[src/rtl/breakout_game_ctrl.sv]
// rtl/breakout_game_ctrl.sv - Breakout game sequencer: serve/play/pause/over/win, lives and score
module breakout_game_ctrl #(
  parameter int LIVES        = 3,
  parameter int LIVES_W      = 2,
  parameter int SCORE_W      = 4,
  parameter int SERVE_FRAMES = 60,
  parameter int NBRICK       = 13
) (
  input  logic               clk,
  input  logic               rst,
  input  logic               start,
  input  logic               frame_tick,
  input  logic               ball_lost,
  input  logic               brick_hit,
  input  logic [NBRICK-1:0]  brick,
  output logic [2:0]         state,
  output logic               move_en,
  output logic               ball_reset,
  output logic               brick_load,
  output logic [LIVES_W-1:0] lives,
  output logic [SCORE_W-1:0] score,
  output logic               go,
  output logic               finish
);

  localparam int CNT_W = (SERVE_FRAMES < 2) ? 1 : $clog2(SERVE_FRAMES + 1);

  typedef enum logic [2:0] {
    S_IDLE  = 3'd0,
    S_SERVE = 3'd1,
    S_PLAY  = 3'd2,
    S_PAUSE = 3'd3,
    S_OVER  = 3'd4,
    S_WIN   = 3'd5
  } st_t;

  st_t                st_q, st_n;
  logic [CNT_W-1:0]   cnt, cnt_n;
  logic [LIVES_W-1:0] lives_n;
  logic [SCORE_W-1:0] score_n;
  logic               load_n;
  logic               sync1, sync2, sync3, start_p;

  // Button synchronizer and rising-edge detect; a held button gives one start_p
  always_ff @(posedge clk or negedge rst) begin
    if (!rst) begin
      sync1   <= 1'b0;
      sync2   <= 1'b0;
      sync3   <= 1'b0;
      start_p <= 1'b0;
    end else begin
      sync1   <= start;
      sync2   <= sync1;
      sync3   <= sync2;
      start_p <= sync2 & ~sync3;
    end
  end

  // Next-state, lives, score and serve-counter decisions
  always_comb begin
    st_n    = st_q;
    lives_n = lives;
    score_n = score;
    cnt_n   = cnt;
    load_n  = 1'b0;
    case (st_q)
      S_IDLE, S_OVER, S_WIN: begin
        if (start_p) begin
          st_n    = S_SERVE;
          lives_n = LIVES_W'(LIVES);
          score_n = '0;
          cnt_n   = '0;
          load_n  = 1'b1;
        end
      end
      S_SERVE: begin
        if (frame_tick) begin
          if (cnt == CNT_W'(SERVE_FRAMES - 1)) begin
            st_n  = S_PLAY;
            cnt_n = '0;
          end else begin
            cnt_n = cnt + CNT_W'(1);
          end
        end
      end
      S_PLAY: begin
        // A hit always scores, even alongside a win, loss or pause
        if (brick_hit && (score != '1)) score_n = score + SCORE_W'(1);
        if (brick == '0) begin
          st_n = S_WIN;
        end else if (ball_lost) begin
          lives_n = lives - LIVES_W'(1);
          cnt_n   = '0;
          st_n    = (lives == LIVES_W'(1)) ? S_OVER : S_SERVE;
        end else if (start_p) begin
          st_n = S_PAUSE;
        end
      end
      S_PAUSE: begin
        if (start_p) st_n = S_PLAY;
      end
      default: st_n = S_IDLE;
    endcase
  end

  // State register; status outputs are registered from the next state
  always_ff @(posedge clk or negedge rst) begin
    if (!rst) begin
      st_q       <= S_IDLE;
      lives      <= '0;
      score      <= '0;
      cnt        <= '0;
      brick_load <= 1'b0;
      ball_reset <= 1'b1;
      go         <= 1'b0;
      finish     <= 1'b0;
    end else begin
      st_q       <= st_n;
      lives      <= lives_n;
      score      <= score_n;
      cnt        <= cnt_n;
      brick_load <= load_n;
      ball_reset <= (st_n == S_IDLE) || (st_n == S_SERVE);
      go         <= (st_n == S_OVER);
      finish     <= (st_n == S_WIN);
    end
  end

  assign state   = st_q;
  assign move_en = frame_tick && (st_q == S_PLAY);

endmodule

[config.mk]
export PLATFORM = sky130hd
export DESIGN_NAME = breakout_game_ctrl
export DESIGN_NICKNAME = d
export VERILOG_FILES = /design/src/rtl/breakout_game_ctrl.sv
export SDC_FILE = /design/constraint.sdc
export NUM_CORES = 1
export LEC_CHECK = 0
export CAP_MARGIN = 5
export CORE_UTILIZATION = 50
export DETAILED_ROUTE_END_ITERATION = 10
export PLACE_DENSITY_LB_ADDON = 0.15
export SLEW_MARGIN = 20
export SYNTH_ARGS = -nofsm -noshare
export SYNTH_HDL_FRONTEND = slang
export SYNTH_SLANG_ARGS = --single-unit
[constraint.sdc]
create_clock -name clk -period 2.5 [get_ports clk]
set_input_delay 0.375 -clock clk [delete_from_list [all_inputs] [get_ports clk]]
set_output_delay 0.375 -clock clk [all_outputs]
set_load 0.005 [all_outputs]
==> results.toml, run 1 <==
[floorplanning]
top_level_ports = 33
dieWidth_um = 49.6
rows = 16
dieHeight_um = 49.6
start_util_pct = 55.6
dieArea_mm2 = 0.00246
coreArea_mm2 = 0.00204

[synthesis]
syn_nets = 137
synth_edf_count = 0
syn_area_mm2 = 0.00113
yosys.cell_types.count = 35
synth_seq_area_share_pct = 50.8
synth_common_cells = "dfrtp_1 (22), nand2_1 (10), nor2_1 (10)"
synth_top_cell_by_area = "dfrtp_1"
ys_warn_count = 0
yosysTopAreaCellShare_pct = 48.5
synth_most_common_cell = "dfrtp_1"
async_reset_ff_share_pct = 100
syn_area_per_cell_um2 = 9.87
ys_seq_elements = 23
synth_cells = 115
synth_area_leaders = "dfrtp_1 (49%), o21ai_0 (3.5%), ha_1 (3.3%)"
ys.flop_type = "dfrtp_1"

[timing]
fin_skew_ns = 0.00155
slew_headroom_pct = 53.7
hold_violations = 0
tightest_slew_ns = 0.693
rsz0062_at_grt = "no"
tns_ns = 0
final.period_utilization_pct = 91.8
clock.fmax_ghz = 0.436
whs_ns = 0.368
slew_violations = 0
fin_crit_ns = 2.29
setup_viol = 0

[cts]
numCtsBuffers = 3
cts_tree = "done"
cts.sinks = 23
cts_resized = 0
post-cts-setup-buffers = 0
ctsHtreeMaxLevel = 1
cts_root_buf = "clkbuf_4"
ctsLongestPathBuffers = 2
clk_pin_slew_ns = 0.12
clock_latency_ns = 0.30
cts_hold_buf = 0

[placed_design]
place_congestion = 0.793
io_buffers = 32
hpwl_mm = 1.83

[route]
antenna_left = 0
drtIter0Drc = 20
drc = 0
wl_per_cell_um = 13.5
drtPass1Iterations = 4
routed_wl_mm = 2.40
routed_via_density = 5.66
vias = 1008

[worst_setup_path]
critPathRequiredTime_ns = 2.12
start_kind = "flip-flop"
r2r_start = "cnt[0]"
cp-startpoint = "state[1]"
crit_type = "flip-flop to output port"
path_max_fanout = 15
cp_data_arrival_time_ns = 1.92
cp-end-kind = "output port"

[power_and_ir_drop]
power_density_mw_per_mm2 = 665
irDropWorstVdd_mv = 0.542
power.leakage_uw = 0.000665

[outcome]
status = "finished, final reports clean"

[grt]
grt_overflow = 0
track_usage_pct = 22.9
grt_pass1_vias = 1004
grt_start_max_net_pins = 16
grt_pass1_wl_mm = 4.26
antenna_found_initial = 0

[cells_and_area]
n_fill_cell = 168
areaGrowthSynthToFinish_pct = 33.8
layout-drive-gt1-share_pct = 7.95
nNetsFinal = 174
post-route-util_pct = 74.4
antenna_cells = 0

[worst_hold_path]
hp-class = "flip-flop to flip-flop"
holdCritStartpoint = "sync1"

[flow_run]
maxCapViolCount = 0
==> cells in the final DEF, fill, tap and decap left out, types with 2 or more instances in the layout <==
master           synthesis  final
o21ai_1                  3      3
nor3_1                   3      3
a21o_1                   4      4
clkbuf_4                 0      3
clkdlybuf4s50_1          0     32
nand2b_1                 2      2
a21oi_1                  5      5
inv_1                    6      6
o21ai_0                  8      8
and2_1                   2      2
o22a_1                   4      4
ha_1                     3      3
nand2_1                 10     10
nor2b_1                  4      4
o31ai_1                  2      2
nor4_1                   3      3
nand3_1                  6      6
dfrtp_1                 22     22
nor2_1                  10     10
==> cell families (layout without fill, tap and decap cells) <==
family                     count (synthesis)  in the layout  share of synthesized area (%)
DFF                                       23             23                           50.8
buffers and inverters                      7             43                           2.43
and+or+nand+nor                           52             52                           26.0
adders and majority gates                  3              3                           3.31
AOI/OAI and AO/OA                         30             30                           17.4
==> flip-flops by register name, indices dropped and copies added, names as in the netlist <==
name	count
finish	1
brick_load	1
ball_reset	1
sync2	1
sync3	1
cnt	6
start_p	1
go	1
sync1	1
lives	2
score	4
state	3
==> metal layers <==
metal  global-route usage [%]  vias to the layer above  share of wire (%)
met5                        0                        -                  0
met4                     5.71                        0                  0
met3                     5.56                        0                5.2
met2                     38.7                       35                 49
met1                     29.3                      483                 46
li1                         -                      490                  -
==> final timing paths <==
check	end	slack, ns	cells after the start
worst min register to register	sync2	0.37	0
worst max-delay path	move_en	0.21	3
max in group asynchronous	start_p	1.44	2
min in group asynchronous	score[2]	0.48	1
worst min-delay path	sync2	0.37	0
worst max register to register	cnt[4]	0.69	6
==> critical path, stage by stage, from the launching register on <==
cell             delay, ns
dfrtp_1               0.62
nor3b_4               0.35
and2_1                0.16
clkdlybuf4s50_1       0.49
==> cell type report <==
cell class | count | area (um2) | share of cell area (%)
sequential | 23 | 577 | 38.0
multi-input combinational | 85 | 531 | 34.9
timing repair buffer | 33 | 328 | 21.6
tap | 27 | 33.8 | 2.22
clock buffer | 3 | 22.5 | 1.48
inverter | 6 | 22.5 | 1.48
clock inverter | 1 | 5.00 | 0.329
==> metrics by stage <==
| stage | worst slack (ns) | cells | instance area [um2] | total power, uW |
|---|---|---|---|---|
| 2_1_floorplan | 0.929 | 115 | 1130 | 731 |
| 3_3_place_gp | 0.583 | 174 | 1490 | 835 |
| 3_5_place_dp | 0.559 | 174 | 1490 | 848 |
| 4_1_cts | 0.200 | 178 | 1520 | 1020 |
| 5_1_grt | 0.0522 | 178 | 1520 | 1090 |
| 6_report | 0.205 | 178 | 1520 | 1010 |
==> where the power goes <==
part           switching (uW)  internal (uW)
registers                77.4            437
logic                     154            177
clock network             106           59.6
total                     337            674
(Power assumes the default switching activity.)
==> inputs of run 2 (changes only) <==
--- a/config.mk
+++ b/config.mk
@@ -9,6 +9,7 @@
 export CORE_UTILIZATION = 50
 export DETAILED_ROUTE_END_ITERATION = 10
 export PLACE_DENSITY_LB_ADDON = 0.15
+export REMOVE_ABC_BUFFERS = 1
 export SLEW_MARGIN = 20
 export SYNTH_ARGS = -nofsm -noshare
 export SYNTH_HDL_FRONTEND = slang
==> run 2 against run 1 <==
Against the previous run: via count is 0.60% higher; global-route usage is 1.5 points higher; non-clock buffer count stayed put; worst hold slack better by 0.0027 ns; register-to-register slack hardly changed; combinational power hardly changed; worst setup slack worse by 0.040 ns; routed wire length is 9.9% higher; final cell count stayed put; critical endpoint unchanged.
==> results.toml, run 2 (same netlist as run 1, synthesis figures left out) <==
[power_and_ir_drop]
power.leakage_uw = 0.000665
p_comb_share_pct = 32.6
sw_frac_of_total_pct = 34.3
p_int_uw = 675
p_sw_uw = 352
power_density_mw_per_mm2 = 676
irDropWorstVdd_mv = 0.501
clockPowerShare_pct = 17.1
seqPwrFrac_pct = 50.3

[timing]
setup_ws_ns = 0.165
slew_headroom_pct = 68.7
tightest_slew_ns = 0.463
fin_crit_ns = 2.33
setup_viol = 0
fin_skew_ns = 0.00271
whs_ns = 0.371
rsz0062_at_grt = "no"
final.period_utilization_pct = 93.4
clock.fmax_ghz = 0.428
hold_violations = 0
slew_violations = 0
tns_ns = 0

[cells_and_area]
nNetsFinal = 174
antenna_cells = 0
final_cell_mix = "clkdlybuf4s50_1 (32), dfrtp_1 (22), nor2_1 (10), nand2_1 (10), o21ai_0 (8)"
layout-drive-gt1-share_pct = 7.95
areaGrowthSynthToFinish_pct = 33.8
layout_commonest_cell = "clkdlybuf4s50_1"
post-route-util_pct = 74.4
top_register = "cnt"
largest_reg_flops = 6

[cts]
cts_hold_buf = 0
ctsHtreeMaxLevel = 1
cts_tree = "done"
clock_latency_ns = 0.32
numCtsBuffers = 3
ctsLongestPathBuffers = 2
cts_root_buf = "clkbuf_4"
cts_resized = 0
cts.sinks = 23
clk_pin_slew_ns = 0.13
post-cts-setup-buffers = 0

[worst_setup_path]
cpPeakStageDelay_ns = 0.62
cp_data_arrival_time_ns = 1.96
start_kind = "flip-flop"
critPathTopFamily = "flip-flops"
critPathSlowestCell = "dfrtp_1"
cp-end-kind = "output port"
path_max_fanout = 15
critPathRequiredTime_ns = 2.12
crit_type = "flip-flop to output port"
cp_cell_sequence = "nor3b_4 > and2_1 > clkdlybuf4s50_1"
cp_num_buf_inv = 1

[placed_design]
io_buffers = 32
hpwl_mm = 2.02
place_congestion = 0.853
place_ws_ns = 0.520

[route]
vias = 1014
drtPass1Iterations = 4
drtIter0Drc = 35
wl_per_cell_um = 14.8
antenna_left = 0
drc = 0
routed_via_density = 5.70
routed_wl_mm = 2.64

[outcome]
status = "finished, final reports clean"

[grt]
grt_overflow = 0
antenna_found_initial = 0
grt_pass1_vias = 1027
grt_pass1_wl_mm = 4.54
track_usage_pct = 24.5
grt_start_max_net_pins = 24

[worst_hold_path]
hp-class = "flip-flop to flip-flop"

[floorplanning]
dieArea_mm2 = 0.00246
rows = 16
coreArea_mm2 = 0.00204
top_level_ports = 33
dieHeight_um = 49.6
dieWidth_um = 49.6
start_util_pct = 55.6

[flow_run]
maxCapViolCount = 0
==> run 2: cell counts in the layout (fill, tap and decap cells not counted) <==
Identical to the previous run, type by type.
==> run 2: layout make-up <==
| class | instances | area (um2) |
|---|---|---|
| flip-flops and latches | 23 | 577 |
| multi-input cells | 85 | 531 |
| fillers | 165 | 523 |
| repair buffers | 33 | 328 |
| well taps | 27 | 33.8 |
| clock buffers | 3 | 22.5 |
| inverters | 6 | 22.5 |
| clock inverters | 1 | 5.00 |
==> run 2: final timing paths <==
check	startpoint	end	slack, ns	depth (start not counted)
min	sync1	sync2	0.37	0
max in group asynchronous	rst	ball_reset	1.83	2
min in group asynchronous	rst	lives[0]	0.39	2
max reg2reg	cnt[0]	cnt[4]	0.68	6
max	state[1]	move_en	0.17	3
min reg2reg	sync1	sync2	0.37	0
==> run 2: routing by layer <==
metal	global-route usage (%)	wire length, um	up-vias
met1	30.1	1170	494
met4	7.62	28	0
met3	4.32	101	5
met5	0	0	-
met2	43.0	1340	27
li1	-	-	488
==> run 2: power by group through the flow <==
stage	registers, uW	clock network, uW	logic, uW
after floorplan	504	0	224
after global placement	515	0	319
after detailed placement	521	0	331
after CTS	514	176	335
after global routing	528	190	370
final	516	176	334
==> run 2: per-stage QoR <==
stage	instances	cell area [um2]	total power (uW)
6_report	178	1520	1030
5_1_grt	178	1520	1090
4_1_cts	178	1520	1030
3_5_place_dp	174	1490	852
3_3_place_gp	174	1490	834
2_1_floorplan	114	1130	729
